**src/rtl/perspective_viewport.sv**
```systemverilog
// +--------------------------------------------------------------------------+
// | Module      : perspective_viewport                                       |
// | Description : Perspective divide and viewport mapping for binary16       |
// |               clip-space vertices. Input FIFO, three parallel 13-bit     |
// |               restoring mantissa dividers, integer pixel/depth outputs.  |
// | Revision    : 1.0  initial release                                       |
// +--------------------------------------------------------------------------+
`default_nettype none

module perspective_viewport #(
    parameter int H_RES      = 1280,
    parameter int V_RES      = 720,
    parameter int FIFO_DEPTH = 4
) (
    input  logic        clk_in,
    input  logic        rst_in,
    input  logic [15:0] x,
    input  logic [15:0] y,
    input  logic [15:0] z,
    input  logic [15:0] w,
    input  logic        data_valid_in,
    output logic [10:0] px_out,
    output logic [9:0]  py_out,
    output logic [15:0] depth_out,
    output logic        clip_out,
    output logic        data_valid_out,
    output logic        overflow_out,
    output logic        busy_out
);

    localparam int              c_AW        = $clog2(FIFO_DEPTH);
    localparam logic [c_AW:0]   c_FIFO_FULL = (c_AW + 1)'(FIFO_DEPTH);
    localparam logic [1:0]      c_ST_IDLE   = 2'd0;
    localparam logic [1:0]      c_ST_DIV    = 2'd1;
    localparam logic [1:0]      c_ST_NORM   = 2'd2;
    localparam logic [1:0]      c_ST_SCALE  = 2'd3;
    localparam logic [3:0]      c_DIV_LAST  = 4'd12;
    localparam logic [16:0]     c_ONE       = 17'd16384;
    localparam logic [27:0]     c_H         = 28'(H_RES);
    localparam logic [27:0]     c_V         = 28'(V_RES);
    localparam logic [10:0]     c_PX_MAX    = 11'(H_RES - 1);
    localparam logic [9:0]      c_PY_MAX    = 10'(V_RES - 1);

    // Quotient Q (value Q/4096) scaled by 2^s into an unsigned Q2.14 magnitude;
    // saturates when the result is certainly beyond 1.0.
    function automatic logic [16:0] f_to_mag(input logic [12:0] q, input logic signed [6:0] s);
        logic [16:0] v;
        logic [6:0]  n;
        v = {4'b0000, q};
        n = -s;
        if (s > 7'sd3)       f_to_mag = 17'h1FFFF;
        else if (s >= 7'sd0) f_to_mag = v << s;
        else if (n > 7'd12)  f_to_mag = 17'd0;
        else                 f_to_mag = v >> n;
    endfunction

    // ---------------- input FIFO ----------------
    logic [63:0]     r_mem [FIFO_DEPTH];
    logic [c_AW-1:0] r_wr_ptr, r_rd_ptr;
    logic [c_AW:0]   r_count;
    logic            r_overflow;
    logic [1:0]      r_state;
    logic            w_full, w_empty, w_pop, w_push, w_drop;
    logic [63:0]     w_head;
    logic [15:0]     w_comp [3];

    assign w_full    = (r_count == c_FIFO_FULL);
    assign w_empty   = (r_count == '0);
    assign w_pop     = (r_state == c_ST_IDLE) && !w_empty;
    assign w_push    = data_valid_in && (!w_full || w_pop);
    assign w_drop    = data_valid_in && w_full && !w_pop;
    assign w_head    = r_mem[r_rd_ptr];
    assign w_comp[0] = w_head[63:48];
    assign w_comp[1] = w_head[47:32];
    assign w_comp[2] = w_head[31:16];

    // FIFO storage; pointers are reset, so the array itself needs none
    always_ff @(posedge clk_in) begin
        if (w_push) r_mem[r_wr_ptr] <= {x, y, z, w};
    end

    // FIFO pointers, occupancy and sticky overflow flag
    always_ff @(posedge clk_in) begin
        if (rst_in) begin
            r_wr_ptr   <= '0;
            r_rd_ptr   <= '0;
            r_count    <= '0;
            r_overflow <= 1'b0;
        end else begin
            if (w_push) r_wr_ptr <= r_wr_ptr + 1'b1;
            if (w_pop)  r_rd_ptr <= r_rd_ptr + 1'b1;
            if (w_push && !w_pop)      r_count <= r_count + 1'b1;
            else if (w_pop && !w_push) r_count <= r_count - 1'b1;
            if (w_drop) r_overflow <= 1'b1;
        end
    end

    // ---------------- engine datapath ----------------
    logic [12:0]        r_rem [3];
    logic [12:0]        r_quo [3];
    logic [4:0]         r_exp [3];
    logic [2:0]         r_sign, r_zero;
    logic [4:0]         r_exp_w;
    logic [10:0]        r_man_w;
    logic               r_clip_in, r_clip;
    logic [3:0]         r_div_cnt;
    logic signed [15:0] r_ndc [3];
    logic [10:0]        r_pend_px;
    logic [9:0]         r_pend_py;
    logic [15:0]        r_pend_depth;
    logic               r_pend_clip, r_fire;

    logic [2:0]         w_ge, w_over;
    logic [12:0]        w_rem_nx [3];
    logic signed [6:0]  w_shift [3];
    logic [16:0]        w_mag [3];
    logic [15:0]        w_ndc_n [3];

    // One restoring-division step and the quotient-to-Q2.14 conversion per channel
    always_comb begin
        for (int i = 0; i < 3; i++) begin
            w_ge[i]     = (r_rem[i] >= {2'b00, r_man_w});
            w_rem_nx[i] = w_ge[i] ? 13'((r_rem[i] - {2'b00, r_man_w}) << 1) : 13'(r_rem[i] << 1);
            w_shift[i]  = $signed({2'b00, r_exp[i]}) - $signed({2'b00, r_exp_w}) + 7'sd2;
            w_mag[i]    = f_to_mag(r_quo[i], w_shift[i]);
            w_over[i]   = !r_zero[i] && (w_mag[i] > c_ONE);
            w_ndc_n[i]  = r_zero[i] ? 16'd0 : (r_sign[i] ? -w_mag[i][15:0] : w_mag[i][15:0]);
        end
    end

    logic [16:0] w_off_x, w_off_y, w_off_z;
    logic [27:0] w_px_prod, w_py_prod, w_px_sh, w_py_sh;
    logic [17:0] w_depth_full;
    logic [10:0] w_px;
    logic [9:0]  w_py;
    logic [15:0] w_depth;

    // Viewport mapping of the registered ndc triple, with range clamps
    always_comb begin
        w_off_x      = {r_ndc[0][15], r_ndc[0]} + c_ONE;
        w_off_y      = c_ONE - {r_ndc[1][15], r_ndc[1]};
        w_off_z      = {r_ndc[2][15], r_ndc[2]} + c_ONE;
        w_px_prod    = {11'd0, w_off_x} * c_H;
        w_py_prod    = {11'd0, w_off_y} * c_V;
        w_px_sh      = w_px_prod >> 15;
        w_py_sh      = w_py_prod >> 15;
        w_px         = (w_px_sh >= c_H) ? c_PX_MAX : w_px_sh[10:0];
        w_py         = (w_py_sh >= c_V) ? c_PY_MAX : w_py_sh[9:0];
        w_depth_full = {w_off_z, 1'b0};
        w_depth      = (w_depth_full > 18'h0FFFF) ? 16'hFFFF : w_depth_full[15:0];
    end

    // Engine FSM: unpack on pop, 13 divide steps, normalise to ndc, viewport scale
    always_ff @(posedge clk_in) begin
        if (rst_in) begin
            r_state      <= c_ST_IDLE;
            r_div_cnt    <= '0;
            r_fire       <= 1'b0;
            r_clip_in    <= 1'b0;
            r_clip       <= 1'b0;
            r_sign       <= '0;
            r_zero       <= '0;
            r_exp_w      <= '0;
            r_man_w      <= '0;
            r_pend_px    <= '0;
            r_pend_py    <= '0;
            r_pend_depth <= '0;
            r_pend_clip  <= 1'b0;
            for (int i = 0; i < 3; i++) begin
                r_rem[i] <= '0;
                r_quo[i] <= '0;
                r_exp[i] <= '0;
                r_ndc[i] <= '0;
            end
        end else begin
            r_fire <= 1'b0;
            case (r_state)
                c_ST_IDLE: begin
                    if (w_pop) begin
                        r_exp_w   <= w_head[14:10];
                        r_man_w   <= {1'b1, w_head[9:0]};
                        r_clip_in <= w_head[15] || (w_head[14:10] == 5'd0) ||
                                     (w_head[14:10] == 5'h1F) ||
                                     (w_comp[0][14:10] == 5'h1F) ||
                                     (w_comp[1][14:10] == 5'h1F) ||
                                     (w_comp[2][14:10] == 5'h1F);
                        for (int i = 0; i < 3; i++) begin
                            // exponent 0 covers both zero and flushed subnormals
                            r_zero[i] <= (w_comp[i][14:10] == 5'd0);
                            r_sign[i] <= w_comp[i][15];
                            r_exp[i]  <= w_comp[i][14:10];
                            r_rem[i]  <= (w_comp[i][14:10] == 5'd0) ? 13'd0 : {2'b01, w_comp[i][9:0]};
                            r_quo[i]  <= '0;
                        end
                        r_div_cnt <= '0;
                        r_state   <= c_ST_DIV;
                    end
                end
                c_ST_DIV: begin
                    for (int i = 0; i < 3; i++) begin
                        r_rem[i] <= w_rem_nx[i];
                        r_quo[i] <= {r_quo[i][11:0], w_ge[i]};
                    end
                    if (r_div_cnt == c_DIV_LAST) r_state <= c_ST_NORM;
                    else                         r_div_cnt <= r_div_cnt + 1'b1;
                end
                c_ST_NORM: begin
                    for (int i = 0; i < 3; i++) r_ndc[i] <= $signed(w_ndc_n[i]);
                    r_clip  <= r_clip_in || (|w_over);
                    r_state <= c_ST_SCALE;
                end
                default: begin
                    r_pend_px    <= r_clip ? 11'd0 : w_px;
                    r_pend_py    <= r_clip ? 10'd0 : w_py;
                    r_pend_depth <= r_clip ? 16'd0 : w_depth;
                    r_pend_clip  <= r_clip;
                    r_fire       <= 1'b1;
                    r_state      <= c_ST_IDLE;
                end
            endcase
        end
    end

    logic [10:0] r_px;
    logic [9:0]  r_py;
    logic [15:0] r_depth;
    logic        r_clip_o, r_valid_o;

    // Output registers: updated only on a completed vertex, held otherwise
    always_ff @(posedge clk_in) begin
        if (rst_in) begin
            r_px      <= '0;
            r_py      <= '0;
            r_depth   <= '0;
            r_clip_o  <= 1'b0;
            r_valid_o <= 1'b0;
        end else begin
            r_valid_o <= r_fire;
            if (r_fire) begin
                r_px     <= r_pend_px;
                r_py     <= r_pend_py;
                r_depth  <= r_pend_depth;
                r_clip_o <= r_pend_clip;
            end
        end
    end

    assign px_out         = r_px;
    assign py_out         = r_py;
    assign depth_out      = r_depth;
    assign clip_out       = r_clip_o;
    assign data_valid_out = r_valid_o;
    assign overflow_out   = r_overflow;
    assign busy_out       = (r_state != c_ST_IDLE) || !w_empty;

endmodule

`default_nettype wire

```
**config.mk**
```make
export PLATFORM = sky130hd
export DESIGN_NAME = perspective_viewport
export DESIGN_NICKNAME = d
export VERILOG_FILES = /design/src/rtl/perspective_viewport.sv
export SDC_FILE = /design/constraint.sdc
export NUM_CORES = 1
export LEC_CHECK = 0
export CORE_AREA = 2 2 239 241
export CTS_CLUSTER_DIAMETER = 40
export CTS_CLUSTER_SIZE = 28
export DETAILED_ROUTE_END_ITERATION = 8
export DIE_AREA = 0 0 241 243
export PLACE_DENSITY = 0.82
export SETUP_SLACK_MARGIN = 0.3
export SLEW_MARGIN = 10
export SYNTH_ARGS = -nofsm -noshare
export SYNTH_HDL_FRONTEND = slang
export SYNTH_SLANG_ARGS = --single-unit
export TNS_END_PERCENT = 100
```
**constraint.sdc**
```tcl
create_clock -name clk_in -period 16.3 [get_ports clk_in]
set_clock_uncertainty 0.15 [all_clocks]
set_input_delay 2.445 -clock clk_in [delete_from_list [all_inputs] [get_ports clk_in]]
set_output_delay 2.445 -clock clk_in [all_outputs]
set_load 0.01 [all_outputs]
```
==> flow_metrics.py <==
metrics = {
    "critical_path": {
        "cp-end-kind": "flip-flop",
        "crit_type": "flip-flop to flip-flop",
        "arrival_ns": 7.06,
        "crit_fanout": 5,
        "required_ns": 16.72,
        "start_kind": "flip-flop",
    },
    "logic_synthesis": {
        "yosys_warnings": 0,
        "async_flop_share_pct": 0,
        "synth-xor-area-share_pct": 3.72,
        "synth.avg_cell_area_um2": 11.1,
        "yosysSeqAreaShare_pct": 46.8,
        "ys.flop_type": "edfxtp_1",
        "syn_area_um2": 30500,
        "synth-simple-area-share_pct": 13.2,
        "synthCells": 2751,
        "synth_nets": 3002,
        "synth_fa_ha_area_share_pct": 8.41,
        "synthMuxAreaShare_pct": 12.1,
        "synth.distinct_cells": 104,
        "synth-edff-count": 397,
        "synth-compound-area-share_pct": 12.2,
        "ys_ff_latch": 515,
        "synth_top_family_by_area": "simple AND/OR/NAND/NOR gates",
    },
    "timing": {
        "drv_slew": 0,
        "setup_viol": 0,
        "tns_ns": 0,
        "rsz0062_at_grt": "no",
        "hold_slack_ns": 0.290,
        "slew_headroom_pct": 23.0,
        "worst_pin_slew_ns": 1.16,
        "period_needed_ns": 6.64,
        "fin_crit_sh_pct": 40.8,
        "fmax_ghz": 0.150,
        "hold_viol_final": 0,
    },
    "clocking": {
        "clk_path_buf_depth": 3,
        "cts.sinks": 515,
        "post_cts_buffers": 0,
        "ctsHtreeMaxLevel": 3,
        "cts_tree": "built",
        "cts_root_buf": "clkbuf_16",
        "clock_latency_ns": 0.65,
        "cts.repair.resized": 0,
        "cts.clk_slew.worst_paths_ns": 0.07,
        "cts_hold_buf": 0,
        "numCtsBuffers": 71,
    },
    "outcome": {
        "outcome": "complete, no violations",
    },
    "final_layout": {
        "register_area_um2": 14300,
        "final_common_cell": "edfxtp_1",
        "final_cell_mix": "397 x edfxtp_1, 284 x nor2_1, 201 x nand2_1",
        "nets": 3075,
        "stdcell_count": 3640,
        "fin_area_um2": 34900,
        "area_growth_pct": 14.3,
        "drive_above_1_share_pct": 12.1,
        "multi_input_area_um2": 15100,
        "fillers": 4193,
    },
    "global_route": {
        "grt_max_degree": 79,
        "grt_first_pass_wirelength_um": 116000,
        "grt_pass1_vias": 22300,
        "antenna_found_initial": 3,
        "grt_overflow": 0,
        "grt_usage_pct": 24.9,
    },
    "floorplanning": {
        "ios": 108,
        "coreArea_um2": 56000,
        "die_w_um": 241,
        "die-area_um2": 58600,
        "row_count": 87,
        "start_util_pct": 54.5,
        "die_h_um": 243,
    },
    "place": {
        "dp_hpwl_um": 49500,
        "dp_cells": 3507,
        "placed_area_um2": 32200,
        "port_buffers": 107,
        "place_congestion": 0.901,
    },
    "routing": {
        "drc": 0,
        "drt_first_pass_iters": 5,
        "wirelength_um": 73000,
        "vias": 22200,
        "ant_nets": 0,
        "wl_per_cell_um": 20.0,
        "vias_per_cell": 6.10,
        "drtIter0Drc": 2022,
    },
    "min_path": {
        "hp-class": "flip-flop to flip-flop",
    },
    "job": {
        "maxCapViolCount": 0,
    },
}
## metal layers
metal | GRT usage, % | part of all wire, % | vias up | routed length (µm)
li1 | - | - | 10300 | -
met1 | 31.6 | 41 | 10800 | 30100
met2 | 41.7 | 49 | 865 | 35600
met3 | 4.82 | 6.4 | 187 | 4680
met4 | 9.99 | 3.4 | 4 | 2460
met5 | 0 | 0.044 | - | 32
## per-stage QoR
stage | setup slack (ns) | utilization [%]
final | 9.66 | 62.3
after global routing | 9.19 | 62.3
after CTS | 9.69 | 62.3
after detailed placement | 9.72 | 57.6
after global placement | 9.86 | 57.6
after floorplan | 10.15 | -
## sequential cells by signal, summed over array words and instances, names as in the netlist, 2 cells and up, named ones only
register	cells
r_wr_ptr	2
px_out	11
py_out	10
r_div_cnt	4
r_zero	3
r_exp	15
r_pend_py	10
r_rd_ptr	2
depth_out	16
r_pend_depth	16
r_rem	39
r_count	3
r_ndc	48
r_exp_w	5
r_state	2
r_man_w	11
r_mem	256
r_sign	3
r_pend_px	11
r_quo	39
## area by class of cell
| type | count | area share (%) |
|---|---|---|
| diodes | 1 | 0.00718 |
| clock buffers | 78 | 5.29 |
| clock inverters | 54 | 2.24 |
| inverters | 151 | 1.63 |
| multi-input cells | 1949 | 43.4 |
| flip-flops and latches | 515 | 41.0 |
| well taps | 756 | 2.71 |
| repair buffers | 136 | 3.69 |
## worst max-delay path, stage by stage, from the launching register on
cell and delay, ns:
edfxtp_1 0.41, or4_1 0.61, or4_1 0.44, nor2_1 0.18, nand3_1 0.15, nor4_1 0.26
xnor2_1 0.17, ha_1 0.35, inv_1 0.07, fa_1 0.49, inv_1 0.05, fa_1 0.45
ha_1 0.33, and4_1 0.23, o21ai_0 0.12, or2_2 0.32, o211a_1 0.25, o21a_1 0.25
nand2_1 0.12, or4b_2 0.57, and4b_1 0.26, nor2_1 0.19, a221o_1 0.15
## kinds of logic (layout without fill, tap and decap cells)
| family | Yosys count | in the layout |
|---|---|---|
| AO/OA/AOI/OAI | 552 | 552 |
| XOR/XNOR | 120 | 120 |
| adder cells (fa/ha/maj) | 184 | 184 |
| buffers and inverters | 287 | 419 |
| flip-flops | 515 | 515 |
| multiplexers | 260 | 260 |
| other | 0 | 1 |
| AND/OR/NAND/NOR | 833 | 833 |
## worst paths after layout
check | to | startpoint | slack, ns | cells past startpoint
setup reg to reg | r_pend_py[0] | r_ndc[0][20] | 9.66 | 22
setup / recovery | r_pend_py[0] | r_ndc[0][20] | 9.66 | 22
hold / removal | r_pend_px[6] | r_pend_px[6] | 0.29 | 2
hold reg to reg | r_pend_px[6] | r_pend_px[6] | 0.29 | 2
## synthesized netlist by cell type, types with 28 or more instances
master	instances	share of area, %
xor2_1	48	1.4
ha_1	149	6.1
o22ai_1	37	0.76
nor2b_1	37	0.76
fa_1	35	2.3
edfxtp_1	397	39
a21oi_1	126	2.1
mux2_2	28	1.0
nor2_1	284	3.5
nand3_1	44	0.72
inv_1	149	1.8
clkbuf_1	93	1.1
mux4_2	83	6.1
o21ai_0	135	2.2
nand2_1	201	2.5
and2_1	63	1.3
dfxtp_1	118	7.7
mux2i_1	148	4.9
a31oi_1	31	0.64
xnor2_1	65	1.9
nor3_1	50	0.82
Power is left out: the tool's default activity adds up to more than one toggle a clock period on the data nets, which glitch-free logic cannot reach.
